$ cat src/rtl/trig_fifo.sv
// trig_fifo: parametrised synchronous FIFO for the minimum-trigger datapath.
// Occupancy count, programmable almost-full/almost-empty thresholds, sticky
// overflow/underflow flags, and a compile-time choice between
// first-word-fall-through and registered-read output.
module trig_fifo #(
    parameter int WIDTH      = 8,
    parameter int ADDR_WIDTH = 5,
    parameter int AFULL_TH   = 28,
    parameter int AEMPTY_TH  = 4,
    parameter int FWFT       = 1
) (
    input  logic                  CLK,
    input  logic                  RESET,
    input  logic [WIDTH-1:0]      DIN,
    input  logic                  WE,
    input  logic                  RE,
    input  logic                  CLR_ERR,
    output logic [WIDTH-1:0]      DOUT,
    output logic                  DVALID,
    output logic                  EMPTY,
    output logic                  FULL,
    output logic                  ALMOST_EMPTY,
    output logic                  ALMOST_FULL,
    output logic [ADDR_WIDTH:0]   COUNT,
    output logic                  OVERFLOW,
    output logic                  UNDERFLOW
);

    localparam int DEPTH = 1 << ADDR_WIDTH;
    localparam logic [ADDR_WIDTH:0] DEPTH_C   = (ADDR_WIDTH+1)'(DEPTH);
    localparam logic [ADDR_WIDTH:0] AFULL_C   = (ADDR_WIDTH+1)'(AFULL_TH);
    localparam logic [ADDR_WIDTH:0] AEMPTY_C  = (ADDR_WIDTH+1)'(AEMPTY_TH);

    logic [WIDTH-1:0]      mem_q [DEPTH];
    logic [ADDR_WIDTH-1:0] wp_q, wp_d;
    logic [ADDR_WIDTH-1:0] rp_q, rp_d;
    logic [ADDR_WIDTH:0]   count_q, count_d;
    logic                  ovf_q, ovf_d;
    logic                  unf_q, unf_d;
    logic                  rd_acc;
    logic                  wr_acc;

    // Accept decisions: a read needs data; a write needs room, or a
    // same-cycle accepted read that frees a slot.
    always_comb begin
        rd_acc = RE & (count_q != '0);
        wr_acc = WE & ((count_q != DEPTH_C) | rd_acc);
    end

    // Next-state for pointers, occupancy and sticky error flags.
    always_comb begin
        wp_d    = wp_q;
        rp_d    = rp_q;
        count_d = count_q;
        if (wr_acc) begin
            wp_d = wp_q + 1'b1;
        end
        if (rd_acc) begin
            rp_d = rp_q + 1'b1;
        end
        case ({wr_acc, rd_acc})
            2'b10:   count_d = count_q + 1'b1;
            2'b01:   count_d = count_q - 1'b1;
            default: count_d = count_q;
        endcase
        // Set has priority over clear when both happen in one cycle.
        ovf_d = (WE & ~wr_acc) | (ovf_q & ~CLR_ERR);
        unf_d = (RE & ~rd_acc) | (unf_q & ~CLR_ERR);
    end

    // Control state register; inputs in the reset cycle are ignored.
    always_ff @(posedge CLK) begin
        if (RESET) begin
            wp_q    <= '0;
            rp_q    <= '0;
            count_q <= '0;
            ovf_q   <= 1'b0;
            unf_q   <= 1'b0;
        end else begin
            wp_q    <= wp_d;
            rp_q    <= rp_d;
            count_q <= count_d;
            ovf_q   <= ovf_d;
            unf_q   <= unf_d;
        end
    end

    // Storage write port; contents are deliberately not reset.
    always_ff @(posedge CLK) begin
        if (wr_acc && !RESET) begin
            mem_q[wp_q] <= DIN;
        end
    end

    // Status flags decode the registered count only.
    always_comb begin
        EMPTY        = (count_q == '0);
        FULL         = (count_q == DEPTH_C);
        ALMOST_EMPTY = (count_q <= AEMPTY_C);
        ALMOST_FULL  = (count_q >= AFULL_C);
        COUNT        = count_q;
        OVERFLOW     = ovf_q;
        UNDERFLOW    = unf_q;
    end

    generate
        if (FWFT != 0) begin : g_fwft
            // Head word is shown directly; zero when nothing is stored.
            always_comb begin
                DOUT   = (count_q != '0) ? mem_q[rp_q] : '0;
                DVALID = (count_q != '0);
            end
        end else begin : g_reg
            logic [WIDTH-1:0] dout_q;
            logic             dvalid_q;

            // Registered read: one-cycle latency, DOUT holds between reads.
            always_ff @(posedge CLK) begin
                if (RESET) begin
                    dout_q   <= '0;
                    dvalid_q <= 1'b0;
                end else begin
                    dvalid_q <= rd_acc;
                    if (rd_acc) begin
                        dout_q <= mem_q[rp_q];
                    end
                end
            end

            always_comb begin
                DOUT   = dout_q;
                DVALID = dvalid_q;
            end
        end
    endgenerate

endmodule
$ cat config.mk
export PLATFORM = sky130hd
export DESIGN_NAME = trig_fifo
export DESIGN_NICKNAME = d
export VERILOG_FILES = /design/src/rtl/trig_fifo.sv
export SDC_FILE = /design/constraint.sdc
export NUM_CORES = 1
export LEC_CHECK = 0
export CAP_MARGIN = 25
export CORE_UTILIZATION = 30
export DETAILED_ROUTE_END_ITERATION = 16
export GPL_ROUTABILITY_DRIVEN = 0
export SYNTH_ARGS = -nofsm -noshare
export SYNTH_HDL_FRONTEND = slang
export SYNTH_SLANG_ARGS = --single-unit
$ cat constraint.sdc
create_clock -name CLK -period 7.5 [get_ports CLK]
set_input_delay 0.75 -clock CLK [delete_from_list [all_inputs] [get_ports CLK]]
set_output_delay 0.75 -clock CLK [all_outputs]
set_load 0.01 [all_outputs]
==> metrics.yaml, run 1 <==
finish:
  fill_cells: 3378
  layout_common_cells: "edfxtp_1 (256), mux4_2 (70), nor2_1 (50)"
  antenna_cells: 0
  area_delta_synth_final_pct: 17.3
  layout_commonest_cell: "edfxtp_1"
  fin_util_pct: 35.8
  drive_above_1_share_pct: 22.7
  layout.nets: 650
  final_cells: 1116
timing:
  setup_tns_ns: 0
  hold_violations: 0
  max_slew_margin_pct: 30.7
  max_freq_mhz: 221
  post-route-min-period_ns: 4.53
  rsz0062_at_grt: "no"
  drv_slew: 0
  setup_slack_ns: 2.97
  setup_violations: 0
  holdWs_ns: 0.492
  period_share_pct: 60.4
  skew_ns: 0.00682
  worstMarginPinSlew_ns: 1.04
placed_design:
  port_buffers: 33
  place_inst: 1059
  place_hpwl_mm: 14.9
  pre_cts_ws_ns: 3.47
synthesis:
  syn-cell-area_mm2: 0.0112
  yosys.area_share.adder_pct: 1.19
  muxShareOfSynthArea_pct: 15.4
  synth-compound-area-share_pct: 3.00
  ys_ff_latch: 279
  ys_warn_count: 0
  synthSimpleGateAreaFrac_pct: 4.86
  syn_inst: 574
  synthXorXnorAreaFrac_pct: 0.784
  synth_top_family_by_area: "multiplexers"
  synth.net_count: 597
  ys_seq_area_share_pct: 72.9
  avgSynthCellArea_um2: 19.5
  ys_types: 48
cts:
  clkSlewWorstSetupHoldPaths_ns: 0.06
  cts_made_buffers: 29
  cts_num_sinks: 279
  insertion_delay_ns: 0.54
  cts_max_level: 1
  clockBufferDepth: 3
  postCtsHoldBufs: 0
  cts_tree: "yes"
  clockRootBuffer: "clkbuf_16"
  post_cts_buffers: 0
  cts.repair.resized: 0
critical_path:
  crit_path_max_fanout: 28
  crit_type: "reg -> out"
  r2r_cells: 11
  reg2reg_from: "COUNT[0]"
  worstPathRequired_ns: 6.75
  r2r_setup_slack_ns: 4.31
  cp-endpoint: "DOUT[2]"
  crit_arrival_ns: 3.78
  cp-start-kind: "flip-flop"
  rr_endpoint: "COUNT[5]"
  endpoint_kind: "primary output"
detailed_routing:
  wire_per_inst_um: 21.5
  totalWireLength_mm: 24.0
  viasPerCell: 4.91
  dr_total_vias: 5477
  remaining_drc_errors: 0
  ant_nets: 0
  first_pass_iters: 5
  drt-initial-drc-count: 460
floorplanning:
  die_w_um: 195
  core_area_mm2: 0.0366
  ios: 34
  fp.dieH_um: 195
  dieArea_mm2: 0.0380
  rows: 70
  initial_core_util_pct: 30.5
grt:
  grt_start_max_net_pins: 37
  grt_pass1_wl_mm: 36.0
  gr-total-overflow: 0
  grtUsageTotal_pct: 12.8
  antenna_found_initial: 1
  grt_pass1_vias: 5675
min_path:
  min_from: "rp_q[1]"
  hp-class: "reg -> reg"
pwr:
  leakage_nw: 4.01
  power.density_mw_per_mm2: 307
  ir_drop_v: 0.000166
flow_run:
  maxCapViolCount: 0
outcome:
  status: "finished clean"
[critical path, cell delays in order, from the launching register on]
cell and delay, ns:
dfxtp_4 0.70, buf_4 0.57, mux4_2 0.57, a22oi_1 0.47, a311o_1 0.27, a21oi_1 0.07, clkdlybuf4s50_1 0.54
[synth_stat cells (all sizes together)]
cell type  count  share of area, %
o211ai         2              0.13
or3            5              0.28
or2            2              0.11
xor2           5              0.39
a2bb2oi        1             0.078
xnor2          5              0.39
and2           3              0.17
a21oi          7              0.31
clkbuf        10              0.34
nand2b         1             0.056
or3b           3              0.24
o31ai          1             0.067
or4            1              0.10
a21o           1             0.067
nand4          3              0.17
nor4b          1             0.078
nor3           2             0.090
a31oi          2              0.25
mux2           2              0.20
edfxtp       256                69
mux4          70                14
nand2         14              0.51
a22oi          2              0.13
ha             9               1.0
buf           18               1.2
nor4           1              0.19
o41ai          1              0.25
nand3b         4              0.27
a311o          2              0.18
nor2          50               1.7
inv           11              0.37
nand3          7              0.36
o22ai          8              0.45
nor2b         10              0.56
a211oi         2              0.13
mux2i         12               1.1
o21ai          9              0.40
a211o          1             0.078
fa             1              0.18
dfxtp         23               4.1
a2111oi        6              0.47
[final cells by class]
type / instances / area [um^2] / share of cell area [%]
clock inverter: 19 / 185 / 1.41
multi-input combinational: 256 / 2820 / 21.5
inverter: 11 / 41.3 / 0.315
clock buffer: 33 / 741 / 5.65
tap: 468 / 586 / 4.47
timing repair buffer: 50 / 573 / 4.37
sequential: 279 / 8160 / 62.2
[metrics by stage]
step,total power [W],instance area [um^2]
6_report,0.00402,13100
5_1_grt,0.00419,13100
4_1_cts,0.00406,13000
3_5_place_dp,0.00267,12100
3_3_place_gp,0.00266,12000
2_1_floorplan,0.00236,11200
[power breakdown]
group | total (W) | switching [W] | internal (W) | leakage (nW)
Clock | 0.00140 | 0.000583 | 0.000813 | 0.447
Combinational | 0.000810 | 0.000385 | 0.000425 | 1.07
Sequential | 0.00182 | 0.0000858 | 0.00173 | 2.49
[sequential cells by signal, indices dropped and copies added (netlist names), named ones only]
signal	count
OVERFLOW	1
wp_q	5
COUNT	6
UNDERFLOW	1
mem_q	256
rp_q	5
[worst min-delay path by stage]
stage                           end  cells past startpoint  slack (ns)
final                     flip-flop                      2        0.49
after global routing      flip-flop                      2        0.53
after CTS                 flip-flop                      2        0.50
after detailed placement  flip-flop                      2        0.49
after global placement    flip-flop                      2        0.47
after floorplan           flip-flop                      2        0.46
[layer usage]
metal  part of all wire (%)  up-vias  routed length [um]  GRT usage (%)
li1                       -     2434                   -              -
met1                     42     2865               10100           16.6
met2                     50      153               12100           22.1
met3                    6.0       25                1440           2.54
met4                    1.4        0                 344           2.80
met5                      0        -                   0              0
[cells by family (layout without fill, tap and decap cells)]
kind of cell | count (synthesis) | count (layout)
compound gates | 45 | 45
fa+ha+maj | 10 | 10
xor+xnor | 10 | 10
flops | 279 | 279
simple gates | 107 | 107
buf+inv | 39 | 113
mux | 84 | 84
No activity file was read; power rests on OpenSTA's default activity.
==> inputs of run 2 (changes only) <==
clock period = 4.65 ns   (was 7.5 ns; I/O delays follow)
==> run 2 against run 1 <==
- flip-flop and latch count unchanged
- clock power increased by 51%
- first-iteration DRC count decreased by 14%
- non-clock buffer count increased by 4
- sequential power increased by 61%
- power increased by 59%
- worst hold slack got worse by 0.0040 ns
- largest power group unchanged
==> metrics.yaml, run 2 (same netlist as run 1, synthesis figures left out) <==
finish:
  largest_register: "mem_q"  # unchanged
  antenna_cells: 0  # unchanged
  multi_input_area_mm2: 0.00282  # unchanged
  fin_util_pct: 35.7  # was 35.8%
  largest_register_ffs: 256  # unchanged
  layout_common_cells: "edfxtp_1 (256), mux4_2 (70), nor2_1 (50)"  # unchanged
  area_delta_synth_final_pct: 17.0  # was 17.3%
  fill_cells: 3376  # was 3378
  drive_above_1_share_pct: 22.5  # was 22.7%
  ff_latch_area_mm2: 0.00816  # unchanged
  layout_commonest_cell: "edfxtp_1"  # unchanged
  layout.nets: 653  # was 650
critical_path:
  worstPathRequired_ns: 4.18  # was 6.75 ns
  r2r_setup_slack_ns: 1.55  # was 4.31 ns
  cp-start-kind: "flip-flop"  # unchanged
  r2r_cells: 11  # unchanged
  rr_endpoint: "COUNT[5]"  # unchanged
  reg2reg_from: "COUNT[0]"  # unchanged
  crit_type: "reg -> out"  # unchanged
  crit_path_max_fanout: 49  # was 28
  cp-endpoint: "DOUT[3]"  # was DOUT[2]
  crit_arrival_ns: 3.31  # was 3.78 ns
  endpoint_kind: "primary output"  # unchanged
placed_design:
  pre_cts_ws_ns: 1.37  # was 3.47 ns
  place_hpwl_mm: 15.2  # was 14.9 mm
  port_buffers: 33  # unchanged
grt:
  grt_start_max_net_pins: 50  # was 37
  gr-total-overflow: 0  # unchanged
  grtUsageTotal_pct: 13.0  # was 12.8%
  antenna_found_initial: 3  # was 1
  grt_pass1_vias: 5672  # was 5675
  grt_pass1_wl_mm: 36.6  # was 36.0 mm
pwr:
  combPwrFrac_pct: 20.8  # was 20.1%
  ir_drop_v: 0.000259  # was 0.000166 V
  power_w: 0.00638  # was 0.00402 W
  power.density_mw_per_mm2: 488  # was 307 mW/mm^2
  leakage_nw: 4.00  # was 4.01 nW
  p_int_w: 0.00468  # was 0.00297 W
  sw_frac_of_total_pct: 26.6  # was 26.2%
  pwr-share-clk_pct: 33.2  # was 34.7%
  seqPwrFrac_pct: 45.9  # was 45.2%
  power_switching_w: 0.00170  # was 0.00105 W
timing:
  setup_slack_ns: 0.872  # was 2.97 ns
  setup_tns_ns: 0  # unchanged
  rsz0062_at_grt: "no"  # unchanged
  drv_slew: 0  # unchanged
  holdWs_ns: 0.488  # was 0.492 ns
  hold_violations: 0  # unchanged
  period_share_pct: 81.2
  max_slew_margin_pct: 28.0  # was 30.7%
  skew_ns: 0.00626  # was 0.00682 ns
  post-route-min-period_ns: 3.78
  max_freq_mhz: 265
  worstMarginPinSlew_ns: 1.08  # was 1.04 ns
  setup_violations: 0  # unchanged
flow_run:
  maxCapViolCount: 0  # unchanged
detailed_routing:
  dr_total_vias: 5489  # was 5477
  drt-initial-drc-count: 394  # was 460
  viasPerCell: 4.90  # was 4.91
  remaining_drc_errors: 0  # unchanged
  wire_per_inst_um: 21.9  # was 21.5 um
  totalWireLength_mm: 24.5  # was 24.0 mm
  ant_nets: 0  # unchanged
  first_pass_iters: 5  # unchanged
cts:
  postCtsHoldBufs: 0  # unchanged
  clkSlewWorstSetupHoldPaths_ns: 0.06  # about the same
  cts_tree: "yes"  # unchanged
  insertion_delay_ns: 0.54  # about the same
  post_cts_buffers: 0  # unchanged
  cts.repair.resized: 0  # unchanged
  clockBufferDepth: 3  # unchanged
  cts_num_sinks: 279  # unchanged
  cts_max_level: 1  # unchanged
  cts_made_buffers: 28  # was 29
  clockRootBuffer: "clkbuf_16"  # unchanged
floorplanning:
  rows: 70  # unchanged
  core_area_mm2: 0.0366  # unchanged
  dieArea_mm2: 0.0380  # unchanged
  fp.dieH_um: 195  # unchanged
  ios: 34  # unchanged
  initial_core_util_pct: 30.5  # unchanged
  die_w_um: 195  # unchanged
min_path:
  hp-class: "reg -> reg"  # unchanged
outcome:
  status: "finished clean"  # unchanged
[run 2: cell types whose count changed in the layout (fill, tap and decap cells not counted), moves of 2 or more]
cell / delta
clkbuf_1: +2
buf_4: +3
buf_12: +2
clkinv_1: +2
bufinv_16: -2
[run 2: routing by layer]
layer	routed length, um	global-route usage, %	vias up
met5	13	0	-
met4	413	2.97	2
met3	1370	2.25	38
met2	11900	21.5	148
met1	10800	17.8	2857
li1	-	-	2444
[run 2: how the worst min path moves through the flow]
| stage | start | end | slack (ns) | cells after the start |
|---|---|---|---|---|
| 6_report | rp_q[1] | flip-flop | 0.49 | 2 |
| 5_1_grt | rp_q[1] | flip-flop | 0.52 | 2 |
| 4_1_cts | rp_q[1] | flip-flop | 0.50 | 2 |
| 3_5_place_dp | rp_q[1] | flip-flop | 0.49 | 2 |
| 3_3_place_gp | rp_q[1] | flip-flop | 0.47 | 2 |
| 2_1_floorplan | rp_q[1] | flip-flop | 0.46 | 2 |
[run 2: power by group through the flow]
stage               clock network [W]  logic (W)  registers (W)
detailed placement                  0    0.00133        0.00299
finish                        0.00212    0.00133        0.00293
floorplan                           0   0.000896        0.00291
global route                  0.00224    0.00143        0.00295
CTS                           0.00215    0.00134        0.00294
global placement                    0    0.00133        0.00299
[run 2: through the flow]
stage	cell area (um^2)	std cells
2_1_floorplan	11200	574
3_3_place_gp	12100	1060
3_5_place_dp	12200	1065
4_1_cts	13000	1117
5_1_grt	13100	1120
6_report	13100	1120
[run 2: final cells by class]
type,count,share of cell area [%]
flip-flops and latches,279,62.4
multi-input cells,256,21.6
repair buffers,54,4.68
inverters,11,0.316
well taps,468,4.48
clock buffers,35,5.72
clock inverters,17,0.842
[run 2: critical path: stages (launching register included)]
cell	delay, ns
dfxtp_4	0.83
mux4_2	0.35
mux4_2	0.27
nor2b_1	0.05
a2111oi_0	0.56
clkdlybuf4s50_1	0.65
==> inputs of run 3 (changes only) <==
clock period = 3.47 ns   (was 4.65 ns; I/O delays follow)
==> run 3 against run 2 <==
- flip-flop and latch count stayed put
- worst hold slack lost 0.049 ns
- non-clock buffer count rose by 42
- sequential power rose by 32%
- combinational power increased by 45%
- critical path type unchanged
- clock power grew 44%
- core utilization increased by 0.95 points
- worst setup slack got worse by 0.81 ns
- sequential share of layout area is 1.6 points lower
- critical endpoint unchanged
- die area is the same
- via count increased by 2.3%
- first-iteration DRC count is 1.5% higher
- highest routed layer is now met4
==> metrics.yaml, run 3 (same netlist as run 1, synthesis figures left out) <==
outcome:
  status: "finished clean"  # unchanged
finish:
  area_delta_synth_final_pct: 20.1  # was 17.0%
  drive_above_1_share_pct: 28.1  # was 22.5%
  layout_common_cells: "edfxtp_1 (256), mux4_2 (70), buf_4 (59)"  # was edfxtp_1 (256), mux4_2 (70), nor2_1 (50)
  ff_latch_area_mm2: 0.00816  # about the same
  final_cell_area_mm2: 0.0134  # was 0.0131 mm^2
  largest_register: "mem_q"  # unchanged
  layout.nets: 695  # was 653
  antenna_cells: 0  # unchanged
  multi_input_area_mm2: 0.00283  # was 0.00282 mm^2
  largest_register_ffs: 256  # unchanged
  fin_util_pct: 36.7  # was 35.7%
  layout_commonest_cell: "edfxtp_1"  # unchanged
  fill_cells: 3368  # was 3376
detailed_routing:
  remaining_drc_errors: 0  # unchanged
  wire_per_inst_um: 20.9  # was 21.9 um
  totalWireLength_mm: 24.3  # was 24.5 mm
  ant_nets: 0  # unchanged
  dr_total_vias: 5613  # was 5489
  drt-initial-drc-count: 400  # was 394
  viasPerCell: 4.83  # was 4.90
  first_pass_iters: 4  # was 5
cts:
  cts_tree: "yes"  # unchanged
  cts_num_sinks: 279  # unchanged
  clockBufferDepth: 3  # unchanged
  cts_made_buffers: 28  # unchanged
  cts_max_level: 1  # unchanged
  clkSlewWorstSetupHoldPaths_ns: 0.06  # about the same
  postCtsHoldBufs: 0  # unchanged
  clockRootBuffer: "clkbuf_16"  # unchanged
  insertion_delay_ns: 0.54  # about the same
timing:
  skew_ns: 0.0109  # was 0.00626 ns
  worstMarginPinSlew_ns: 0.546  # was 1.08 ns
  rsz0062_at_grt: "yes"  # was no
  post-route-min-period_ns: 3.40
  max_freq_mhz: 294
  setup_slack_ns: 0.0665  # was 0.872 ns
  holdWs_ns: 0.439  # was 0.488 ns
  setup_violations: 0  # unchanged
  period_share_pct: 98.1
  drv_slew: 0  # unchanged
  hold_violations: 0  # unchanged
  max_slew_margin_pct: 63.5  # was 28.0%
critical_path:
  crit_type: "reg -> out"  # unchanged
  worstPathRequired_ns: 3.12  # was 4.18 ns
  crit_path_max_fanout: 15  # was 49
  cp-start-kind: "flip-flop"  # unchanged
  endpoint_kind: "primary output"  # unchanged
  crit_arrival_ns: 3.06  # was 3.31 ns
grt:
  grt_pass1_wl_mm: 36.7  # was 36.6 mm
  grt_pass1_vias: 5773  # was 5672
  antenna_found_initial: 0  # was 3
  grtUsageTotal_pct: 12.9  # was 13.0%
  grt_start_max_net_pins: 33  # was 50
  gr-total-overflow: 0  # unchanged
floorplanning:
  fp.dieH_um: 195  # unchanged
  dieArea_mm2: 0.0380  # unchanged
  ios: 34  # unchanged
  initial_core_util_pct: 30.5  # unchanged
  core_area_mm2: 0.0366  # unchanged
  rows: 70  # unchanged
  die_w_um: 195  # unchanged
pwr:
  leakage_nw: 4.31  # was 4.00 nW
  power.density_mw_per_mm2: 660  # was 488 mW/mm^2
  ir_drop_v: 0.000344  # was 0.000259 V
placed_design:
  place_hpwl_mm: 15.5  # was 15.2 mm
  place_area_mm2: 0.0124  # was 0.0122 mm^2
  port_buffers: 33  # unchanged
  pre_cts_ws_ns: 0.435  # was 1.37 ns
min_path:
  hp-class: "in -> reg"  # was reg -> reg
flow_run:
  maxCapViolCount: 0  # unchanged
-- run 3: cell count changes in the layout (fill, tap and decap cells not counted), sizes merged --
| cell | change |
|---|---|
| dlymetal6s2s | +4 |
| clkdlybuf4s50 | -4 |
| clkbuf | -1 |
| clkinv | -2 |
| inv | +2 |
| buf | +42 |
| bufinv | +3 |
| clkinvlp | -2 |
-- run 3: where the power goes --
| part | switching (W) | leakage (nW) | total, W | internal (W) |
|---|---|---|---|---|
| sequential | 0.000124 | 2.49 | 0.00386 | 0.00374 |
| combinational | 0.000924 | 1.35 | 0.00193 | 0.00101 |
| clock | 0.00124 | 0.467 | 0.00306 | 0.00183 |
| total | 0.00228 | 4.31 | 0.00886 | 0.00658 |
-- run 3: worst paths after layout --
| kind | from | slack (ns) | endpoint | cells past startpoint |
|---|---|---|---|---|
| hold / removal | CLR_ERR | 0.44 | OVERFLOW | 4 |
| setup reg to reg | COUNT[4] | 0.57 | COUNT[5] | 11 |
| setup / recovery | flip-flop | 0.07 | DOUT[3] | 7 |
| hold reg to reg | rp_q[1] | 0.49 | flip-flop | 2 |
-- run 3: routing by layer --
metal  track usage [%]  part of all wire (%)  wire [um]  vias up
met5                 0                     0          0        -
met4              3.73                   2.1        521        0
met3              2.19                   4.3       1050       38
met2              22.1                    51      12300      129
met1              16.9                    43      10400     2915
li1                  -                     -          -     2531
-- run 3: stage by stage --
step	instances	power, W	TNS (ns)
after global routing	1162	0.00923	-0.0373
after floorplan	574	0.00509	0
final	1162	0.00886	0
after CTS	1162	0.00898	0
after detailed placement	1106	0.00587	0
after global placement	1105	0.00585	0
-- run 3: worst max-delay path: stages (launching register included) --
cell and delay [ns]:
dfxtp_4 0.37, buf_12 0.16, buf_4 0.14, mux4_2 0.37
mux4_2 0.24, nor2b_1 0.05, a2111oi_1 0.54, clkdlybuf4s50_1 0.65
-- run 3: area by class of cell --
| type | instances | area share, % |
|---|---|---|
| well taps | 468 | 4.36 |
| clock inverters | 18 | 1.46 |
| inverters | 11 | 0.308 |
| flip-flops and latches | 279 | 60.8 |
| clock buffers | 34 | 5.55 |
| repair buffers | 96 | 6.49 |
| multi-input cells | 256 | 21.0 |
-- run 3: what timing repair did --
action	4_1_cts	5_1_grt
endpoints found under the setup margin	7	7
setup buffers	4	0
gates resized for setup	1	8
